[src/rtl/sprite_walk_controller.sv]
// Tile-locked overworld walk controller: turns, steps the camera one tile per move,
// bumps at walls/map edges, and sequences the 4-phase walk animation per frame_tick.
module sprite_walk_controller #(
  parameter int TILE       = 16,
  parameter int STEP       = 1,
  parameter int ANIM_TICKS = 8,
  parameter int SPRITE_W   = 19,
  parameter int MAP_W      = 1280,
  parameter int MAP_H      = 960,
  parameter int VIEW_W     = 640,
  parameter int VIEW_H     = 480,
  parameter int CAM_W      = 11,
  parameter int INIT_X     = 96,
  parameter int INIT_Y     = 96
) (
  input  logic                              Clk,
  input  logic                              Reset_n,
  input  logic                              frame_tick,
  input  logic                              move_req,
  input  logic [1:0]                        move_dir,
  input  logic                              blocked,
  output logic [CAM_W-1:0]                  cam_x,
  output logic [CAM_W-1:0]                  cam_y,
  output logic [1:0]                        facing,
  output logic                              walking,
  output logic [1:0]                        anim_phase,
  output logic [$clog2(12*SPRITE_W)-1:0]    sheet_col
);

  localparam int COL_W = $clog2(12*SPRITE_W);
  localparam int RW    = $clog2(TILE + 1);
  localparam int AW    = (ANIM_TICKS > 1) ? $clog2(ANIM_TICKS) : 1;

  localparam logic [CAM_W-1:0] STEP_C    = CAM_W'(STEP);
  localparam logic [CAM_W-1:0] INIT_X_C  = CAM_W'(INIT_X);
  localparam logic [CAM_W-1:0] INIT_Y_C  = CAM_W'(INIT_Y);
  localparam logic [RW-1:0]    REM_TILE  = RW'(TILE);
  localparam logic [RW-1:0]    REM_STEP  = RW'(STEP);
  localparam logic [RW-1:0]    REM_BUMP  = RW'(TILE / STEP);
  localparam logic [RW-1:0]    REM_ONE   = RW'(1);
  localparam logic [AW-1:0]    ANIM_LAST = AW'(ANIM_TICKS - 1);

  typedef enum logic [1:0] {IDLE, WALK, BUMP} state_t;

  state_t             state, state_n;
  logic [CAM_W-1:0]   cam_x_n, cam_y_n, step_x, step_y;
  logic [1:0]         facing_n, phase_n, phase_adv;
  logic [AW-1:0]      anim_cnt, cnt_n, cnt_adv;
  logic [RW-1:0]      remaining, rem_n;
  logic               walking_n;
  logic [COL_W-1:0]   sheet_col_n;

  // True when one more tile in direction d would put the view past the map.
  function automatic logic at_edge(input logic [1:0] d, input logic [CAM_W-1:0] x,
                                   input logic [CAM_W-1:0] y);
    int xi, yi;
    xi = int'(x);
    yi = int'(y);
    case (d)
      2'd0:    return yi < TILE;
      2'd1:    return xi + VIEW_W + TILE > MAP_W;
      2'd2:    return yi + VIEW_H + TILE > MAP_H;
      default: return xi < TILE;
    endcase
  endfunction

  function automatic logic [COL_W-1:0] col_of(input logic [1:0] d, input logic [1:0] ph);
    int slot, f;
    case (d)
      2'd0:    slot = 2;
      2'd1:    slot = 3;
      2'd2:    slot = 0;
      default: slot = 1;
    endcase
    case (ph)
      2'd1:    f = 0;
      2'd3:    f = 2;
      default: f = 1;
    endcase
    return COL_W'(slot * 3 * SPRITE_W + f * SPRITE_W);
  endfunction

  always_comb begin
    step_x = cam_x;
    step_y = cam_y;
    case (facing)
      2'd0:    step_y = cam_y - STEP_C;
      2'd1:    step_x = cam_x + STEP_C;
      2'd2:    step_y = cam_y + STEP_C;
      default: step_x = cam_x - STEP_C;
    endcase
    if (anim_cnt == ANIM_LAST) begin
      cnt_adv   = '0;
      phase_adv = anim_phase + 2'd1;
    end else begin
      cnt_adv   = anim_cnt + AW'(1);
      phase_adv = anim_phase;
    end
  end

  always_comb begin
    state_n  = state;
    cam_x_n  = cam_x;
    cam_y_n  = cam_y;
    facing_n = facing;
    phase_n  = anim_phase;
    cnt_n    = anim_cnt;
    rem_n    = remaining;
    if (frame_tick) begin
      case (state)
        IDLE: begin
          if (move_req) begin
            if (move_dir != facing) begin
              facing_n = move_dir;
            end else begin
              phase_n = 2'd1;
              cnt_n   = '0;
              if (blocked || at_edge(facing, cam_x, cam_y)) begin
                state_n = BUMP;
                rem_n   = REM_BUMP;
              end else begin
                state_n = WALK;
                rem_n   = REM_TILE;
              end
            end
          end
        end
        WALK: begin
          cam_x_n = step_x;
          cam_y_n = step_y;
          cnt_n   = cnt_adv;
          phase_n = phase_adv;
          rem_n   = remaining - REM_STEP;
          // Tile boundary: chain straight into the next tile if the key is still held.
          if (remaining == REM_STEP) begin
            if (move_req && move_dir == facing && !blocked &&
                !at_edge(facing, step_x, step_y)) begin
              rem_n = REM_TILE;
            end else begin
              state_n = IDLE;
              phase_n = 2'd0;
              cnt_n   = '0;
            end
          end
        end
        BUMP: begin
          cnt_n   = cnt_adv;
          phase_n = phase_adv;
          rem_n   = remaining - REM_ONE;
          if (remaining == REM_ONE) begin
            state_n = IDLE;
            phase_n = 2'd0;
            cnt_n   = '0;
          end
        end
        default: begin
          state_n = IDLE;
          phase_n = 2'd0;
          cnt_n   = '0;
        end
      endcase
    end
    walking_n   = (state_n != IDLE);
    sheet_col_n = col_of(facing_n, phase_n);
  end

  always_ff @(posedge Clk) begin
    if (!Reset_n) begin
      state      <= IDLE;
      cam_x      <= INIT_X_C;
      cam_y      <= INIT_Y_C;
      facing     <= 2'd2;
      walking    <= 1'b0;
      anim_phase <= 2'd0;
      anim_cnt   <= '0;
      remaining  <= '0;
      sheet_col  <= COL_W'(SPRITE_W);
    end else begin
      state      <= state_n;
      cam_x      <= cam_x_n;
      cam_y      <= cam_y_n;
      facing     <= facing_n;
      walking    <= walking_n;
      anim_phase <= phase_n;
      anim_cnt   <= cnt_n;
      remaining  <= rem_n;
      sheet_col  <= sheet_col_n;
    end
  end

endmodule
[config.mk]
export PLATFORM = sky130hd
export DESIGN_NAME = sprite_walk_controller
export DESIGN_NICKNAME = d
export VERILOG_FILES = /design/src/rtl/sprite_walk_controller.sv
export SDC_FILE = /design/constraint.sdc
export NUM_CORES = 1
export LEC_CHECK = 0
export BUFFER_PORTS_ARGS = -buffer_cell sky130_fd_sc_hd__clkbuf_2
export CAP_MARGIN = 20
export CORE_UTILIZATION = 65
export CTS_CLUSTER_SIZE = 12
export DETAILED_ROUTE_END_ITERATION = 6
export GPL_TIMING_DRIVEN = 0
export PLACE_DENSITY = 0.9
export SYNTH_ARGS = -nofsm -noshare
export SYNTH_HDL_FRONTEND = slang
export SYNTH_SLANG_ARGS = --single-unit
export TNS_END_PERCENT = 10
[constraint.sdc]
create_clock -name Clk -period 7.9 [get_ports Clk]
set_input_delay 1.58 -clock Clk [delete_from_list [all_inputs] [get_ports Clk]]
set_output_delay 1.58 -clock Clk [all_outputs]
set_load 0.01 [all_outputs]
==> results of run 1 <==
-- cell usage in the layout (no fill, tap or decap), types with 14 or more instances in the layout --
cell,count
a21oi_1,41
o21ai_0,20
nand2_1,52
nor2_1,55
nor3_1,14
ha_1,43
xnor2_1,15
inv_1,17
clkbuf_2,41
dfxtp_1,45
nand3_1,14
clkbuf_1,14
-- state kept, by name, indices dropped and copies added, names as in the netlist --
name	flops
state	2
sheet_col	8
cam_x	11
walking	1
anim_phase	2
remaining	5
facing	2
cam_y	11
anim_cnt	3
-- cell families after synthesis --
logic type / synth area share
adder cells (fa/ha/maj): 0.1533
flip-flops: 0.2235
AO/OA/AOI/OAI: 0.2679
buffers and inverters: 0.03879
AND/OR/NAND/NOR: 0.2514
XOR/XNOR: 0.05431
multiplexers: 0.009932
other: 0.0009302
-- power breakdown --
group | leakage (nW) | internal [mW] | switching [mW] | total [mW]
Sequential | 0.365 | 0.237 | 0.00582 | 0.243
Combinational | 1.53 | 0.0707 | 0.104 | 0.174
Clock | 0.0540 | 0.0919 | 0.0758 | 0.168
-- per-stage QoR --
stage	total power, mW	cells
after global placement	0.4097	627
after detailed placement	0.4177	627
after CTS	0.5848	634
after floorplan	0.3744	511
final	0.5854	634
after global routing	0.6136	634
-- final cells by class --
type	instances	share of cell area
clock buffers	5	0.01552
plain buffers	21	0.02088
well taps	75	0.02116
flip-flops and latches	45	0.2032
repair buffers	41	0.04628
inverters	17	0.01439
clock inverters	2	0.007901
multi-input cells	428	0.6707
-- layer usage --
layer  global-route usage  vias to the layer above  wire length (um)
li1                     -                     1981                 -
met1               0.4319                     1893              4579
met2               0.5686                      177              4931
met3              0.04157                       32               640
met4              0.09464                        0               193
met5                    0                        -                 0
-- worst register-to-register path: stages (launching register included) --
cell       delay (ps)
dfxtp_1           410
clkbuf_1          390
nor2b_1           330
inv_1             260
ha_1              330
buf_2             170
a21o_1            190
and2_1            190
o21a_1            180
or4_1             490
and2_1            210
o31ai_2           350
nor4_4            100
o21ai_1           280
a2bb2oi_1         380
nand3b_1          130
ha_1              320
ha_1              240
fa_1              420
a21oi_1           160
o21bai_1          100
nand2_1            90
nand2b_1           60
a21oi_1           170
xor2_1            150
nor2_1             60
-- worst paths after layout --
path / from / to
worst max-delay path: facing[1]$_SDFF_PN1_ / sheet_col[7]$_SDFF_PN0_
worst min-delay path: anim_cnt[2]$_SDFFE_PN0P_ / anim_cnt[2]$_SDFFE_PN0P_
worst max register to register: facing[1]$_SDFF_PN1_ / sheet_col[7]$_SDFF_PN0_
worst min register to register: anim_cnt[2]$_SDFFE_PN0P_ / anim_cnt[2]$_SDFFE_PN0P_
==> key figures, run 1 <==
CTS
  – Skew-Pair Late Insertion Delay: 300 ps
  – Clock-pin slew on the worst setup and hold paths: 80 ps
  – Post-CTS resize count: 0
  – Clk buf depth: 2
  – H-tree levels: 2
  – Post-CTS setup buffers: 0
  – CTS root buffer: clkbuf_8
  – CTS tree: yes
  – Cts bufs inserted: 5
  – CTS Sinks: 45
  – Hold-fix buffers, CTS: 0

Placement
  – Port Buf Inserts: 41
  – Pre-CTS setup slack: 1715 ps
  – Hpwl dp: 7788 um
  – GPL Wtd Cong: 0.9763
  – Placed Instance Area: 4330 um^2

Outcome
  – Failing checks: DRC
  – Status: complete, but fails checks

Die
  – Die Y-Extent: 80.76 um
  – # rows: 28
  – DIE AREA: 6521 um^2
  – I/O pin cnt: 42
  – Horiz. Die Dim: 80.76 um
  – Initial Util: 0.6769
  – Std-Cell Core Area: 5956 um^2

Setup path
  – CP required: 8060 ps
  – Worst path slowest cell: or4_1
  – Delay-heaviest family, CP: compound AO/OA/AOI/OAI gates
  – Worst Path Buf+Inv: 3
  – CP arrival: 6440 ps
  – Slowest stage delay, CP: 490 ps
  – Crit start category: flip-flop
  – CP max FO: 10
  – Most Frequent Cell on Critical Path: ha_1
  – Reg2reg path depth: 25
  – Crit. End Element: flip-flop
  – Critical path class: reg -> reg
  – Critical path depth: 25
  – R2R setup slack: 1620 ps

Yosys
  – Sequential share of the synthesized area: 0.2235
  – Yosys synthesis warning count: 0
  – Synth area leaders: dfxtp_1 22%, ha_1 13%, nor2_1 5.1%
  – Syn_area_per_cell: 7.889 um^2
  – Ys async rst share: 0
  – Cell variety after synth: 78
  – Seq cells post-synth: 45
  – Post-synth EDFFs: 0
  – Synth top area share: 0.2235
  – Syn Nets: 565
  – Top_reg_cell synth: dfxtp_1
  – Area leader, netlist: dfxtp_1
  – Synth Instances: 511
  – Cell area after synthesis: 4031 um^2
  – Commonest cells in the netlist: 55 x nor2_1, 52 x nand2_1, 45 x dfxtp_1
  – Most frequent cell after synthesis: nor2_1

STA
  – Final worst-path cycle share: 0.7950
  – Slew @ Worst Pin: 644.0 ps
  – Final hold viol count: 0
  – Final worst slack: 1620 ps
  – Fmax: 159.2 MHz
  – Relative slew slack: 0.5706
  – Minimum clock period: 6280 ps
  – Fin Setup TNS: 0 ps
  – Final setup fails: 0
  – Worst Skew: 6.591 ps
  – Slew Limit Fails: 0
  – Hold WS: 466.1 ps
  – RSZ-0062 raised after global routing: no

Pwr
  – Leakage: 1.953 nW
  – P per Cell Area: 132.0 nW/um^2
  – Largest vdd supply drop: 0.1703 mV

Route
  – DR pass1 iterations: 7
  – Detailed Route Iter0 Violations: 377
  – Avg WL per Cell: 16.31 um
  – Total wire length: 10,340 um
  – Drt via density: 6.440
  – ANT nets after route: 0
  – # DRC: 1
  – Vias: 4,083

GRT
  – Initial antenna violation count: 0
  – Grt ovf: 0
  – Tot GR Track Use: 0.3302
  – First-pass GRT wire length: 17,080 um
  – Vias in the first global route: 3,776
  – Largest net degree at the start of global routing: 14

Final layout
  – Share of cells above drive strength 1: 0.1431
  – Final net count: 613
  – Filler cells: 454
  – Area growth, synth to finish: 9.994%
  – Design area: 4434 um^2
  – Reg area: 900.9 um^2
  – Core Util, Final: 0.7445
  – Area of the multi-input gates: 2974 um^2
  – Antenna diode count: 0

Flow run
  – Max Cap Violations: 0

Min path
  – Path category of the worst min-delay check: reg -> reg
  – Worst hold path stage count: 2
No activity file was read; power rests on OpenSTA's default activity.
==> run 2: changes to the inputs <==
--- a/config.mk
+++ b/config.mk
@@ -5,13 +5,14 @@
 export SDC_FILE = /design/constraint.sdc
 export NUM_CORES = 1
 export LEC_CHECK = 0
+export ABC_AREA = 1
 export BUFFER_PORTS_ARGS = -buffer_cell sky130_fd_sc_hd__clkbuf_2
 export CAP_MARGIN = 20
-export CORE_UTILIZATION = 65
+export CORE_UTILIZATION = 55
 export CTS_CLUSTER_SIZE = 12
 export DETAILED_ROUTE_END_ITERATION = 6
 export GPL_TIMING_DRIVEN = 0
-export PLACE_DENSITY = 0.9
+export PLACE_DENSITY = 0.81
 export SYNTH_ARGS = -nofsm -noshare
 export SYNTH_HDL_FRONTEND = slang
 export SYNTH_SLANG_ARGS = --single-unit
==> constraint.sdc (replaced) <==
create_clock -name Clk -period 5 [get_ports Clk]
set_input_delay 1 -clock Clk [delete_from_list [all_inputs] [get_ports Clk]]
set_output_delay 1 -clock Clk [all_outputs]
set_load 0.01 [all_outputs]
==> run 2 against run 1 <==
  * The run now ends clean
  * Hold slack improved by 6.8 ps
  * Via count increased by 7.2%
  * Maximum frequency is 37% higher
  * Final cell count grew 29%
  * Count of clock-buffer cells in the layout rose by 1
  * Worst setup slack worse by 1200 ps
  * Clock power up 48%
  * Routed wire length fell by 0.67%
  * Die area increased by 21%
  * Combinational power rose by 120%
  * Total power up 77%
  * Non-clock buffer count shrank 8
  * Largest power group unchanged
==> key figures, run 2 <==
STA
  – Minimum clock period: 4570 ps
  – Fin Setup TNS: 0 ps
  – Final setup fails: 0
  – RSZ-0062 raised after global routing: no
  – Worst Skew: 7.722 ps
  – Final worst slack: 429.7 ps
  – Slew Limit Fails: 0
  – Slew @ Worst Pin: 651.1 ps
  – Fmax: 218.8 MHz
  – Final hold viol count: 0
  – Final worst-path cycle share: 0.9141
  – Relative slew slack: 0.5659

Setup path
  – Reg2reg path depth: 34
  – Crit start category: flip-flop
  – Most Frequent Cell on Critical Path: nand2_1
  – CP arrival: 4810 ps
  – RR Startpoint: facing[0]$_SDFF_PN0_
  – Slowest stage delay, CP: 550 ps
  – CP max FO: 13
  – Crit. End Element: flip-flop
  – CP endpoint: sheet_col[7]$_SDFF_PN0_
  – Critical Path Start: facing[0]$_SDFF_PN0_
  – Reg-to-Reg End: sheet_col[7]$_SDFF_PN0_
  – Critical path class: reg -> reg
  – CP required: 5240 ps
  – Worst path slowest cell: fa_2
  – R2R setup slack: 430 ps

GRT
  – Grt ovf: 0
  – First-pass GRT wire length: 16,990 um
  – Largest net degree at the start of global routing: 16
  – Vias in the first global route: 3,952
  – Tot GR Track Use: 0.2713
  – Initial antenna violation count: 0

Yosys
  – Post-synth EDFFs: 0
  – Synth Instances: 672
  – Synth area leaders: dfxtp_1 22%, nand2_1 17%, ha_1 13%
  – Cell variety after synth: 40
  – Yosys synthesis warning count: 0
  – Sequential share of the synthesized area: 0.2176
  – Top_reg_cell synth: dfxtp_1
  – Syn Nets: 726
  – Cell area after synthesis: 4140 um^2
  – Syn_area_per_cell: 6.161 um^2
  – Ys async rst share: 0
  – Seq cells post-synth: 45
  – Area leader, netlist: dfxtp_1
  – Commonest cells in the netlist: 190 x nand2_1, 111 x inv_1, 60 x nor2_1
  – Most frequent cell after synthesis: nand2_1
  – Synth top area share: 0.2176

Min path
  – Hold path start: anim_cnt[1]$_SDFFE_PN0P_
  – Path category of the worst min-delay check: reg -> reg

Final layout
  – Share of cells above drive strength 1: 0.1306
  – Area growth, synth to finish: 12.72%
  – Post-Layout Cell Count: 819
  – Design area: 4667 um^2
  – Antenna diode count: 0
  – Top Registers: cam_x x11, cam_y x11, sheet_col x8
  – Most frequent cells in the layout: 189 x nand2_1, 111 x inv_1, 60 x nor2_1
  – Final net count: 773
  – Most common cell after layout, fill and taps aside: nand2_1

Pwr
  – Sw power: 0.3905 mW
  – Clk network pwr share: 0.240
  – Leakage: 2.552 nW
  – Combinational share of power: 0.373
  – Reg power frac: 0.387
  – P per Cell Area: 222.0 nW/um^2
  – Design Power: 1.036 mW
  – Pint: 0.6454 mW
  – Largest vdd supply drop: 0.1878 mV
  – Switching Share: 0.3770

Route
  – Vias: 4,379
  – Detailed Route Iter0 Violations: 243
  – Drt via density: 5.347
  – Total wire length: 10,270 um
  – DR pass1 iterations: 6
  – ANT nets after route: 0
  – Avg WL per Cell: 12.54 um
  – # DRC: 0

Die
  – Std-Cell Core Area: 7253 um^2
  – Horiz. Die Dim: 88.76 um
  – I/O pin cnt: 42
  – DIE AREA: 7878 um^2
  – Initial Util: 0.5708
  – # rows: 31
  – Die Y-Extent: 88.76 um

Outcome
  – Status: finished clean

Placement
  – Pre-CTS setup slack: 61.95 ps
  – Post-Place Cells: 811
  – GPL Wtd Cong: 0.9078
  – Hpwl dp: 7900 um
  – Port Buf Inserts: 40
  – Placed Instance Area: 4464 um^2

CTS
  – Clock-pin slew on the worst setup and hold paths: 90 ps
  – Clk buf depth: 2
  – Cts bufs inserted: 5
  – H-tree levels: 2
  – CTS Sinks: 45
  – Post-CTS setup buffers: 0
  – CTS root buffer: clkbuf_8
  – Skew-Pair Late Insertion Delay: 310 ps
  – CTS tree: yes

Flow run
  – Max Cap Violations: 0
## run 2: cell count changes after synthesis, sizes merged, moves of 11 or more
cell / delta
inv: +97
nor3: -11
nand2: +148
nand3: +40
## run 2: power groups by stage
stage / clock (mW) / sequential, mW / combinational [mW]
CTS: 0.255 / 0.399 / 0.375
floorplan: 0 / 0.417 / 0.272
global route: 0.265 / 0.403 / 0.441
detailed placement: 0 / 0.407 / 0.372
global placement: 0 / 0.406 / 0.362
finish: 0.249 / 0.400 / 0.387
## run 2: cell families (layout without fill, tap and decap cells)
| family | Yosys count | in the layout | synth area share |
|---|---|---|---|
| AND/OR/NAND/NOR | 341 | 341 | 0.3548 |
| buffers and inverters | 129 | 177 | 0.1197 |
| AO/OA/AOI/OAI | 94 | 94 | 0.1239 |
| adder cells (fa/ha/maj) | 47 | 47 | 0.1493 |
| flip-flops | 45 | 45 | 0.2176 |
| XOR/XNOR | 14 | 14 | 0.03143 |
| other | 1 | 1 | 0.0009057 |
| multiplexers | 1 | 1 | 0.002418 |
## run 2: layout make-up
| class | instances | area, um^2 |
|---|---|---|
| fillers | 681 | 2586 |
| clock buffers | 6 | 82.58 |
| flip-flops and latches | 45 | 902.1 |
| inverters | 115 | 431.7 |
| repair buffers | 40 | 200.2 |
| clock inverters | 2 | 16.27 |
| plain buffers | 14 | 63.81 |
| well taps | 99 | 123.9 |
| multi-input cells | 498 | 2846 |
## run 2: metrics by stage
step / hold WS [ps] / util
floorplan: 447.8 / -
global placement: 458.5 / 0.6155
detailed placement: 464.9 / 0.6155
CTS: 480.1 / 0.6291
global route: 513.2 / 0.6434
finish: 472.9 / 0.6434
## run 2: timing repair
item,CTS,global route
gates resized for setup,0,14
hold buffers,0,0
setup endpoints to repair,0,3
hold endpoints to repair,0,0
## run 2: critical path: cells and delay by family (launching register included)
family                   cells  cell delay [ps]
AND/OR/NAND/NOR             21             1500
AO/OA/AOI/OAI                5              730
buffers and inverters        4              400
adder cells (fa/ha/maj)      4             1490
flip-flops                   1              390
## run 2: worst min-delay path by stage
stage          cells after the start                       end
6_report                           2  anim_cnt[1]$_SDFFE_PN0P_
5_1_grt                            2  anim_cnt[1]$_SDFFE_PN0P_
2_1_floorplan                      2  anim_cnt[1]$_SDFFE_PN0P_
4_1_cts                            2  anim_cnt[1]$_SDFFE_PN0P_
3_5_place_dp                       2  anim_cnt[1]$_SDFFE_PN0P_
3_3_place_gp                       2  anim_cnt[2]$_SDFFE_PN0P_
## run 2: metal layers
metal / track usage / wire, um / vias to the layer above
li1: - / - / 2225
met1: 0.3542 / 4564 / 1992
met2: 0.4678 / 4895 / 145
met3: 0.04478 / 690 / 17
met4: 0.06305 / 123 / 0
met5: 0 / 0 / -
